$ cat src/rtl/modulo_controle_jogo_pkg.sv
// Shared encodings and small helpers for the naval-battle game-flow controller.
package modulo_controle_jogo_pkg;

  typedef enum logic [2:0] {
    POSICIONA,
    ATAQUE,
    AVALIA,
    VITORIA,
    DERROTA
  } estado_t;

  localparam logic [1:0] ST_POSICIONANDO = 2'b00;
  localparam logic [1:0] ST_ATACANDO     = 2'b01;
  localparam logic [1:0] ST_VITORIA      = 2'b10;
  localparam logic [1:0] ST_DERROTA      = 2'b11;

  localparam logic [1:0] RES_NENHUM    = 2'b00;
  localparam logic [1:0] RES_AGUA      = 2'b01;
  localparam logic [1:0] RES_ACERTO    = 2'b10;
  localparam logic [1:0] RES_REJEITADO = 2'b11;

  // Board is 7 lines x 5 columns; highest legal index of each.
  localparam logic [2:0] LINHA_MAX  = 3'd6;
  localparam logic [2:0] COLUNA_MAX = 3'd4;

  localparam logic [3:0] CONT_SAT = 4'd15;

  function automatic logic alvo_valido(input logic [5:0] alvo);
    return (alvo[5:3] <= LINHA_MAX) && (alvo[2:0] <= COLUNA_MAX);
  endfunction

  function automatic logic [3:0] inc_sat(input logic [3:0] v);
    return (v == CONT_SAT) ? v : v + 4'd1;
  endfunction

  function automatic logic [3:0] dec_sat(input logic [3:0] v);
    return (v == 4'd0) ? v : v - 4'd1;
  endfunction

  function automatic logic [1:0] status_de(input estado_t e);
    case (e)
      POSICIONA: return ST_POSICIONANDO;
      VITORIA:   return ST_VITORIA;
      DERROTA:   return ST_DERROTA;
      default:   return ST_ATACANDO;
    endcase
  endfunction

endpackage

$ cat src/rtl/modulo_controle_jogo_if.sv
// Board-side bundle: raw button, target selection, matrix cell bits, strobes and status.
interface modulo_controle_jogo_if;
  logic       button_clk;
  logic [5:0] hh2;
  logic       cell_navio;
  logic       cell_atacada;
  logic       po_load;
  logic       at_write;
  logic       mat_clr;
  logic [1:0] status;
  logic [1:0] resultado;
  logic [3:0] ataques_rest;
  logic [3:0] acertos;

  modport master (
    input  button_clk, hh2, cell_navio, cell_atacada,
    output po_load, at_write, mat_clr, status, resultado, ataques_rest, acertos
  );

  modport slave (
    output button_clk, hh2, cell_navio, cell_atacada,
    input  po_load, at_write, mat_clr, status, resultado, ataques_rest, acertos
  );
endinterface

$ cat src/rtl/modulo_debounce_pulso.sv
// Button conditioning: 2-FF synchronizer, debounce counter, one-cycle pulse on press (high->low).
module modulo_debounce_pulso #(
  parameter int DEB_CYCLES = 500000
) (
  input  logic clk,
  input  logic rst,
  input  logic btn_n_i,
  output logic conf_o
);

  localparam int             CNT_W = $clog2(DEB_CYCLES + 1);
  localparam logic [CNT_W-1:0] LIM = CNT_W'(DEB_CYCLES - 1);

  logic [1:0]       sync_q;
  logic             nivel_q, nivel_d;
  logic [CNT_W-1:0] cnt_q, cnt_d;
  logic             conf_q, conf_d;

  // cnt_q counts consecutive samples that disagree with the accepted level.
  always_comb begin
    nivel_d = nivel_q;
    cnt_d   = cnt_q;
    if (sync_q[1] == nivel_q) begin
      cnt_d = '0;
    end else if (cnt_q == LIM) begin
      nivel_d = sync_q[1];
      cnt_d   = '0;
    end else begin
      cnt_d = cnt_q + CNT_W'(1);
    end
    conf_d = nivel_q & ~nivel_d;
  end

  always_ff @(posedge clk or posedge rst) begin
    if (rst) begin
      sync_q  <= 2'b11;
      nivel_q <= 1'b1;
      cnt_q   <= '0;
      conf_q  <= 1'b0;
    end else begin
      sync_q  <= {sync_q[0], btn_n_i};
      nivel_q <= nivel_d;
      cnt_q   <= cnt_d;
      conf_q  <= conf_d;
    end
  end

  assign conf_o = conf_q;

endmodule

$ cat src/rtl/modulo_controle_jogo.sv
// Game-flow FSM: placement, attacks, evaluation and end-of-game, with registered strobes and counters.
module modulo_controle_jogo
  import modulo_controle_jogo_pkg::*;
#(
  parameter int DEB_CYCLES   = 500000,
  parameter int MAX_ATAQUES  = 12,
  parameter int HITS_VITORIA = 6
) (
  input  logic                          clk,
  input  logic                          clr,
  modulo_controle_jogo_if.master        bus
);

  localparam logic [3:0] ATAQUES_INI = 4'(MAX_ATAQUES);
  localparam logic [3:0] HITS_ALVO   = 4'(HITS_VITORIA);

  logic conf;

  modulo_debounce_pulso #(.DEB_CYCLES(DEB_CYCLES)) u_debounce (
    .clk     (clk),
    .rst     (clr),
    .btn_n_i (bus.button_clk),
    .conf_o  (conf)
  );

  estado_t    estado_q, estado_d;
  logic       po_load_q, po_load_d;
  logic       at_write_q, at_write_d;
  logic       mat_clr_q, mat_clr_d;
  logic [1:0] status_q, status_d;
  logic [1:0] resultado_q, resultado_d;
  logic [3:0] ataques_q, ataques_d;
  logic [3:0] acertos_q, acertos_d;

  always_comb begin
    estado_d    = estado_q;
    po_load_d   = 1'b0;
    at_write_d  = 1'b0;
    mat_clr_d   = 1'b0;
    resultado_d = resultado_q;
    ataques_d   = ataques_q;
    acertos_d   = acertos_q;

    case (estado_q)
      POSICIONA: begin
        if (conf) begin
          po_load_d = 1'b1;
          estado_d  = ATAQUE;
        end
      end
      ATAQUE: begin
        if (conf) begin
          if (!alvo_valido(bus.hh2) || bus.cell_atacada) begin
            resultado_d = RES_REJEITADO;
          end else begin
            at_write_d = 1'b1;
            ataques_d  = dec_sat(ataques_q);
            if (bus.cell_navio) begin
              acertos_d   = inc_sat(acertos_q);
              resultado_d = RES_ACERTO;
            end else begin
              resultado_d = RES_AGUA;
            end
            estado_d = AVALIA;
          end
        end
      end
      // Counters already hold the post-attack values here; victory is tested first.
      AVALIA: begin
        if (acertos_q == HITS_ALVO)   estado_d = VITORIA;
        else if (ataques_q == 4'd0)   estado_d = DERROTA;
        else                          estado_d = ATAQUE;
      end
      VITORIA, DERROTA: begin
        if (conf) begin
          mat_clr_d   = 1'b1;
          ataques_d   = ATAQUES_INI;
          acertos_d   = 4'd0;
          resultado_d = RES_NENHUM;
          estado_d    = POSICIONA;
        end
      end
      default: estado_d = POSICIONA;
    endcase

    status_d = status_de(estado_d);
  end

  always_ff @(posedge clk or posedge clr) begin
    if (clr) begin
      estado_q    <= POSICIONA;
      po_load_q   <= 1'b0;
      at_write_q  <= 1'b0;
      mat_clr_q   <= 1'b0;
      status_q    <= ST_POSICIONANDO;
      resultado_q <= RES_NENHUM;
      ataques_q   <= ATAQUES_INI;
      acertos_q   <= 4'd0;
    end else begin
      estado_q    <= estado_d;
      po_load_q   <= po_load_d;
      at_write_q  <= at_write_d;
      mat_clr_q   <= mat_clr_d;
      status_q    <= status_d;
      resultado_q <= resultado_d;
      ataques_q   <= ataques_d;
      acertos_q   <= acertos_d;
    end
  end

  assign bus.po_load      = po_load_q;
  assign bus.at_write     = at_write_q;
  assign bus.mat_clr      = mat_clr_q;
  assign bus.status       = status_q;
  assign bus.resultado    = resultado_q;
  assign bus.ataques_rest = ataques_q;
  assign bus.acertos      = acertos_q;

endmodule

$ cat src/flat_wrapper.sv
// flat-port wrapper written by rule: the top's interface ports become plain ports
module modulo_controle_jogo_flat import modulo_controle_jogo_pkg::*;
#(
  parameter int DEB_CYCLES   = 500000,
  parameter int MAX_ATAQUES  = 12,
  parameter int HITS_VITORIA = 6
)
  (clk, clr, bus_button_clk, bus_hh2, bus_cell_navio, bus_cell_atacada, bus_po_load, bus_at_write, bus_mat_clr, bus_status, bus_resultado, bus_ataques_rest, bus_acertos);
  modulo_controle_jogo_if bus_i ();
  input  logic clk;
  input  logic clr;
  input wire logic [$bits(bus_i.button_clk)-1:0] bus_button_clk;
  input wire logic [$bits(bus_i.hh2)-1:0] bus_hh2;
  input wire logic [$bits(bus_i.cell_navio)-1:0] bus_cell_navio;
  input wire logic [$bits(bus_i.cell_atacada)-1:0] bus_cell_atacada;
  output wire logic [$bits(bus_i.po_load)-1:0] bus_po_load;
  output wire logic [$bits(bus_i.at_write)-1:0] bus_at_write;
  output wire logic [$bits(bus_i.mat_clr)-1:0] bus_mat_clr;
  output wire logic [$bits(bus_i.status)-1:0] bus_status;
  output wire logic [$bits(bus_i.resultado)-1:0] bus_resultado;
  output wire logic [$bits(bus_i.ataques_rest)-1:0] bus_ataques_rest;
  output wire logic [$bits(bus_i.acertos)-1:0] bus_acertos;
  assign bus_i.button_clk = bus_button_clk;
  assign bus_i.hh2 = bus_hh2;
  assign bus_i.cell_navio = bus_cell_navio;
  assign bus_i.cell_atacada = bus_cell_atacada;
  assign bus_po_load = bus_i.po_load;
  assign bus_at_write = bus_i.at_write;
  assign bus_mat_clr = bus_i.mat_clr;
  assign bus_status = bus_i.status;
  assign bus_resultado = bus_i.resultado;
  assign bus_ataques_rest = bus_i.ataques_rest;
  assign bus_acertos = bus_i.acertos;
  modulo_controle_jogo #(.DEB_CYCLES(DEB_CYCLES), .MAX_ATAQUES(MAX_ATAQUES), .HITS_VITORIA(HITS_VITORIA)) u_core (.clk(clk), .clr(clr), .bus(bus_i));
endmodule
$ cat config.mk
export PLATFORM = sky130hd
export DESIGN_NAME = modulo_controle_jogo_flat
export DESIGN_NICKNAME = d
export VERILOG_FILES = /design/src/rtl/modulo_controle_jogo_pkg.sv /design/src/rtl/modulo_controle_jogo_if.sv /design/src/rtl/modulo_debounce_pulso.sv /design/src/rtl/modulo_controle_jogo.sv /design/src/flat_wrapper.sv
export SDC_FILE = /design/constraint.sdc
export NUM_CORES = 1
export LEC_CHECK = 0
export ABC_AREA = 1
export BUFFER_PORTS_ARGS = -buffer_cell sky130_fd_sc_hd__buf_4
export CORE_ASPECT_RATIO = 1.25
export CORE_MARGIN = 1
export CORE_UTILIZATION = 52
export DETAILED_ROUTE_END_ITERATION = 16
export PLACE_DENSITY = 0.87
export SETUP_SLACK_MARGIN = 0.02
export SYNTH_ARGS = -nofsm -noshare
export SYNTH_HDL_FRONTEND = slang
export SYNTH_SLANG_ARGS = --single-unit
export TNS_END_PERCENT = 50
$ cat constraint.sdc
create_clock -name clk -period 1.5 [get_ports clk]
set_clock_uncertainty 0.1 [all_clocks]
set_input_delay 0.225 -clock clk [delete_from_list [all_inputs] [get_ports clk]]
set_output_delay 0.225 -clock clk [all_outputs]
set_load 0.1 [all_outputs]
Word level (Yosys, flattened, before mapping) --
Index checks and enable logic that the tools add are counted.
Storage, ports and cells: register bits 41, input bits 11, output and inout bits 15, word-level logic and storage cells 80
Operators by class: add/subtract/negate cells 3, order comparisons 2, equality and inequality tests 16, mux-type cells 34, bitwise logic cells 2, reduce and logical (&&, ||, !) cells 11
Operators with widths (number):
- two-way mux 19 bit | 2
- two-way mux 4 bit | 9
- adder 19 x 1 -> 19 bit (second input constant) | 1
- equality test 19 bit (second input constant) | 1
- two-way mux 3 bit | 6
- case mux 4 bit (2 select lines) | 2
- inequality test 2 bit (second input constant) | 6
- case mux 3 bit (4 select lines) | 1
- equality test 3 x 2 -> 1 bit (second input constant) | 3
- two-way mux 1 bit | 8
- two-way mux 2 bit | 4
- equality test 3 bit (second input constant) | 2
- less-or-equal comparator 3 bit (second input constant) | 2
- zero test 3 bit | 2
- case mux 2 bit (3 select lines) | 1
- AND reduction 6 bit | 1
- AND reduction 5 bit | 1
- adder 4 x 1 -> 4 bit (second input constant) | 1
- equality test 4 x 3 -> 1 bit (second input constant) | 1
- equality test 4 bit (second input constant) | 1
- zero test 4 bit | 1
- case mux 2 bit (2 select lines) | 1
- subtractor 4 x 1 -> 4 bit (second input constant) | 1
- equality test 3 x 1 -> 1 bit (second input constant) | 1
- other kinds (9) | 9

Logic depth before layout (Yosys ltp) --
depth after elaboration 9, depth in mapped cells 11, mapped depth without buffers 11

Hierarchy --
Synthesis repeated with hierarchy kept, for this count alone.
Second synthesis, totals: cells, all modules 275, area total of the unflattened synthesis 2269.7 um^2
By module, submodules not included:
- modulo_debounce_pulso | instances 1, cells each 157, area each 1291.2 um^2, sequential area each 579.3 um^2
- modulo_controle_jogo | instances 1, cells each 118, area each 978.4 um^2, sequential area each 452.9 um^2

Least setup slack after synthesis --
Ideal clock, no wire load.
path kind reg2reg, start point register u_core.ataques_q[0], in the netlist u_core.bus.ataques_rest[0], end point register u_core.ataques_q[0], in the netlist u_core.bus.ataques_rest[0], library setup time 120 ps, data arrival time 1918 ps, required time 1280 ps, setup slack -638 ps, stages on the path, launching flop included 11, buffers on the path 0, clock period less this slack 2138 ps, cells stage by stage dfrtp_1 > inv_1 > ha_1 > nand2_1 > nor2_1 > nand2_1 > o21ai_2 > nor2_4 > inv_2 > nand2_1 > nand2_1
Between the ends: longest elaborated chain between the ends 5, elaborated cells between the ends (all ways) 8, classes of those cells 1 x add/sub; 1 x eq/ne; 4 x mux; 2 x reduce/logical
Ends and longest elaborated chain:
- start: declaration | line modulo_controle_jogo.sv:32 | logic [3:0] ataques_q, ataques_d;
- start signal: assignment | line modulo_controle_jogo.sv:106 | ataques_q <= ataques_d;
- subtractor 4 x 1 -> 4 bit | line modulo_controle_jogo_pkg.sv:37 | return (v == 4'd0) ? v : v - 4'd1;
- two-way mux 4 bit | line modulo_controle_jogo_pkg.sv:37
- two-way mux 4 bit | line modulo_controle_jogo.sv:53 | if (!alvo_valido(bus.hh2) || bus.cell_atacada) begin
- two-way mux 4 bit | line modulo_controle_jogo.sv:52 | if (conf) begin
- case mux 4 bit (2 select lines) | line modulo_controle_jogo.sv:44 | case (estado_q)
Parallel ways exist; a longest one is shown, timed or not. The select of a mux whose other input is x is not followed. A chain may end at the register's enable or synchronous reset.

Worst setup path in the final report --
start point register u_core.acertos_q[1], in the netlist u_core.bus.acertos[1], end point register u_core.status_q[0], in the netlist u_core.bus.status[0]
Between the ends: longest elaborated chain between the ends 5, elaborated cells between the ends (all ways) 7, classes of those cells 3 x eq/ne; 3 x mux; 1 x reduce/logical
Ends and longest elaborated chain:
- start: declaration | line modulo_controle_jogo.sv:33 | logic [3:0] acertos_q, acertos_d;
- start signal: assignment | line modulo_controle_jogo.sv:107 | acertos_q <= acertos_d;
- equality test 4 x 3 -> 1 bit * | line modulo_controle_jogo.sv:70 | if (acertos_q == HITS_ALVO) estado_d = VITORIA;
- two-way mux 3 bit * | line modulo_controle_jogo.sv:70
- case mux 3 bit (4 select lines) * | line modulo_controle_jogo.sv:44
- net u_core.estado_d[1] | line modulo_controle_jogo.sv:26 | estado_t estado_q, estado_d;
- equality test 3 bit (tied with other cells) | line modulo_controle_jogo_pkg.sv:41 | case (e)
- case mux 2 bit (3 select lines) * | line modulo_controle_jogo_pkg.sv:41
- net u_core.status_d[0] | line modulo_controle_jogo.sv:30 | logic [1:0] status_q, status_d;
- end signal: assignment | line modulo_controle_jogo.sv:104 | status_q <= status_d;
- end: declaration | line modulo_controle_jogo.sv:30
The timed path passes the listed nets; every way through them passes the cells marked *.

==> flow_metrics.tcl <==
set metrics [dict create \
    outcome "finished with violations" \
    violations "negative setup slack" \
    synth_top_cell_by_area "dfrtp_1" \
    dpl.hpwl_um 3820 \
    root_buffer "clkbuf_8" \
    power_density_nw_per_um2 713 \
    hold_viol 0 \
    track_usage 0.262 \
    r2r_setup_slack_ns -0.04 \
    syn-num-nets 306 \
    fmax_mhz 651 \
    rr_startpoint "u_core.bus.acertos[1]" \
    viasPerCell 5.24 \
    cp_slowest_cell "dfrtp_4" \
    routedWlPerCell_um 14.1 \
    antenna_found_initial 0 \
    p_leak_nw 1.45 \
    synth_cell_type_count 31 \
    cts_buffer_depth 2 \
    p_total_mw 2.28 \
    synth_edf_count 0 \
    drive_above_1_share 0.389 \
    first_pass_iters 6 \
    final_common_cell "nand2_1" \
    slowest_delay_ns 0.52 \
    wirelength_um 5740 \
    clk_pin_slew_ns 0.08 \
    grt_max_degree 28 \
    cts_buffers 5 \
    drv_slew 0 \
    avgSynthCellArea_um2 7.77 \
    grt_pass1_vias 2095 \
    finalInstanceArea_um2 3200 \
    setup_ws_ns -0.0368 \
    critPathMaxFanout 3 \
    holdWs_ns 0.167 \
    worst-setup-path-type "register to register" \
    async_flop_share 1.00 \
    cp-end-kind "register" \
    dpl_worst_slack_ns -0.0733 \
    post-route-period-util 1.02 \
    diodes 0 \
    setup_viol 9 \
    relSlewSlack 0.769 \
    row_count 26 \
    r2r_cells 9 \
    synth_ff_type "dfrtp_1" \
    clock_latency_ns 0.29 \
    vias 2138 \
    die_y_um 75.6 \
    coreArea_um2 4130 \
    die_area_um2 4600 \
    fin_crit_ns 1.54 \
    ant_nets 0 \
    synth_top_area_share 0.400 \
    startpoint_type "register" \
    layout_common_cells "nand2_1, nor2_1, buf_4, inv_1, dfrtp_1" \
    route.detailed.drc 0 \
    hp-class "input port to register" \
    worstMarginPinSlew_ns 0.346 \
    hold-path-endpoint "u_core.bus.resultado[1]" \
    cp_common_cell "nand2_1" \
    placed_cell_area_um2 2710 \
    cts_sinks 41 \
    synth-seq-area-share 0.458 \
    arrival_ns 1.62 \
    synth_seq_cells 41 \
    area_delta_synth_final_pct 41.8 \
    cap_violations 0 \
    grt_pass1_wl_um 8740 \
    syn_inst 290 \
    final_nets 367 \
    drt_iter0_drc 135 \
    required_ns 1.59 \
    cts_max_level 2 \
    port_buffers 25 \
    grt_setup_unrepaired "true" \
    fillers 284 \
    gp_congestion 0.942 \
    ir_drop_mv 1.02 \
    fin_setup_tns_ns -0.170 \
    min-delay-start "bus_cell_navio" \
    syn_area_um2 2250 \
    yosys-top-cells-area "dfrtp_1, nand2_1, nor2_1, inv_1, dfstp_2" \
    grt_overflow 0 \
    ys_warn_count 0 \
    die_w_um 60.9 \
    whs_path_depth 3 \
    r2r-end "u_core.bus.status[0]" \
    ios 26 \
    cts_tree "done" \
    start_util 0.545 \
    crit_path_cell_trace "ha_4, nand3_4, nor2_1, nor2_1, nand2_1, inv_1, nand2_1, nand2_1, nand2_1" \
]
worst max-delay path by stage:
stage                                from                    to  slack, ns  cells after the start
6_report            u_core.bus.acertos[1]  u_core.bus.status[0]      -0.04                      9
2_1_floorplan  u_core.bus.ataques_rest[0]  u_core.bus.status[0]      -0.15                     11
5_1_grt        u_core.bus.ataques_rest[0]  u_core.bus.status[0]      -0.12                     11
3_5_place_dp   u_core.bus.ataques_rest[0]  u_core.bus.status[0]      -0.07                     11
4_1_cts        u_core.bus.ataques_rest[0]  u_core.bus.status[0]      -0.02                     11
3_3_place_gp   u_core.bus.ataques_rest[0]  u_core.bus.status[0]      -0.03                     11
synth_stat cells (3+ instances only):
library cell	count
inv_1	43
inv_2	3
nand2_1	64
nor2_1	48
nand3_1	25
o21ai_0	4
nand4_1	8
xnor2_1	4
a21oi_1	5
o21ai_1	3
dfstp_2	5
nor3_1	9
ha_1	5
dfrtp_1	36
xor2_1	7
flip-flops by register name, indices dropped and copies added, names as in the netlist:
signal	count
u_core.u_debounce.cnt_q	19
u_core.bus.acertos	4
u_core.bus.ataques_rest	4
u_core.estado_q	3
u_core.bus.resultado	2
u_core.bus.status	2
u_core.u_debounce.sync_q	2
u_core.bus.at_write	1
u_core.bus.mat_clr	1
u_core.bus.po_load	1
u_core.u_debounce.conf_o	1
u_core.u_debounce.nivel_q	1
kinds of logic (layout without fill, tap and decap cells):
kind of cell	after synthesis	after routing	share of synthesized area
adders and majority gates	5	5	0.0278
buffers and inverters	47	109	0.0783
and+or+nand+nor	166	166	0.330
AOI/OAI and AO/OA	20	20	0.0633
xor gates and xnor gates	11	11	0.0428
DFF	41	41	0.458
worst max-delay path: cells and delay by family (launching register included):
kind	cells	cell delay [ns]
simple gates	7	0.55
flops	1	0.52
fa+ha+maj	1	0.18
buf+inv	1	0.07
layer usage:
metal / wire length (um) / vias up / GRT usage / share of wire
met2: 3230 / 67 / 0.481 / 0.56
met5: 0 / - / 0 / 0
met3: 178 / 20 / 0.0662 / 0.031
li1: - / 1042 / - / -
met1: 2130 / 1009 / 0.262 / 0.37
met4: 196 / 0 / 0.157 / 0.034
final cells by class:
class	instances	area, um2	area share
Clock buffer	5	68.8	0.0215
Clock inverter	3	65.1	0.0204
Inverter	46	183	0.0572
Multi-Input combinational cell	202	1250	0.392
Sequential cell	41	1070	0.334
Tap cell	56	70.1	0.0219
Timing Repair Buffer	55	489	0.153
report_power, final:
| group | internal (mW) | switching, mW |
|---|---|---|
| combinational | 0.0517 | 0.0585 |
| sequential | 1.12 | 0.00695 |
| clock | 0.661 | 0.386 |
stage by stage:
| step | std cells | util |
|---|---|---|
| floorplan | 290 | - |
| global placement | 391 | 0.656 |
| detailed placement | 391 | 0.656 |
| CTS | 404 | 0.717 |
| global route | 408 | 0.773 |
| finish | 408 | 0.773 |
repair_timing:
item                                    4_1_cts  5_1_grt
resized for setup                            18       59
hold endpoints to repair                     37        0
pin swaps                                     7       12
setup buffers                                 3        4
endpoints found under the setup margin       20       31
hold buffers                                  2        0
Power figures use the tool's default switching activity.
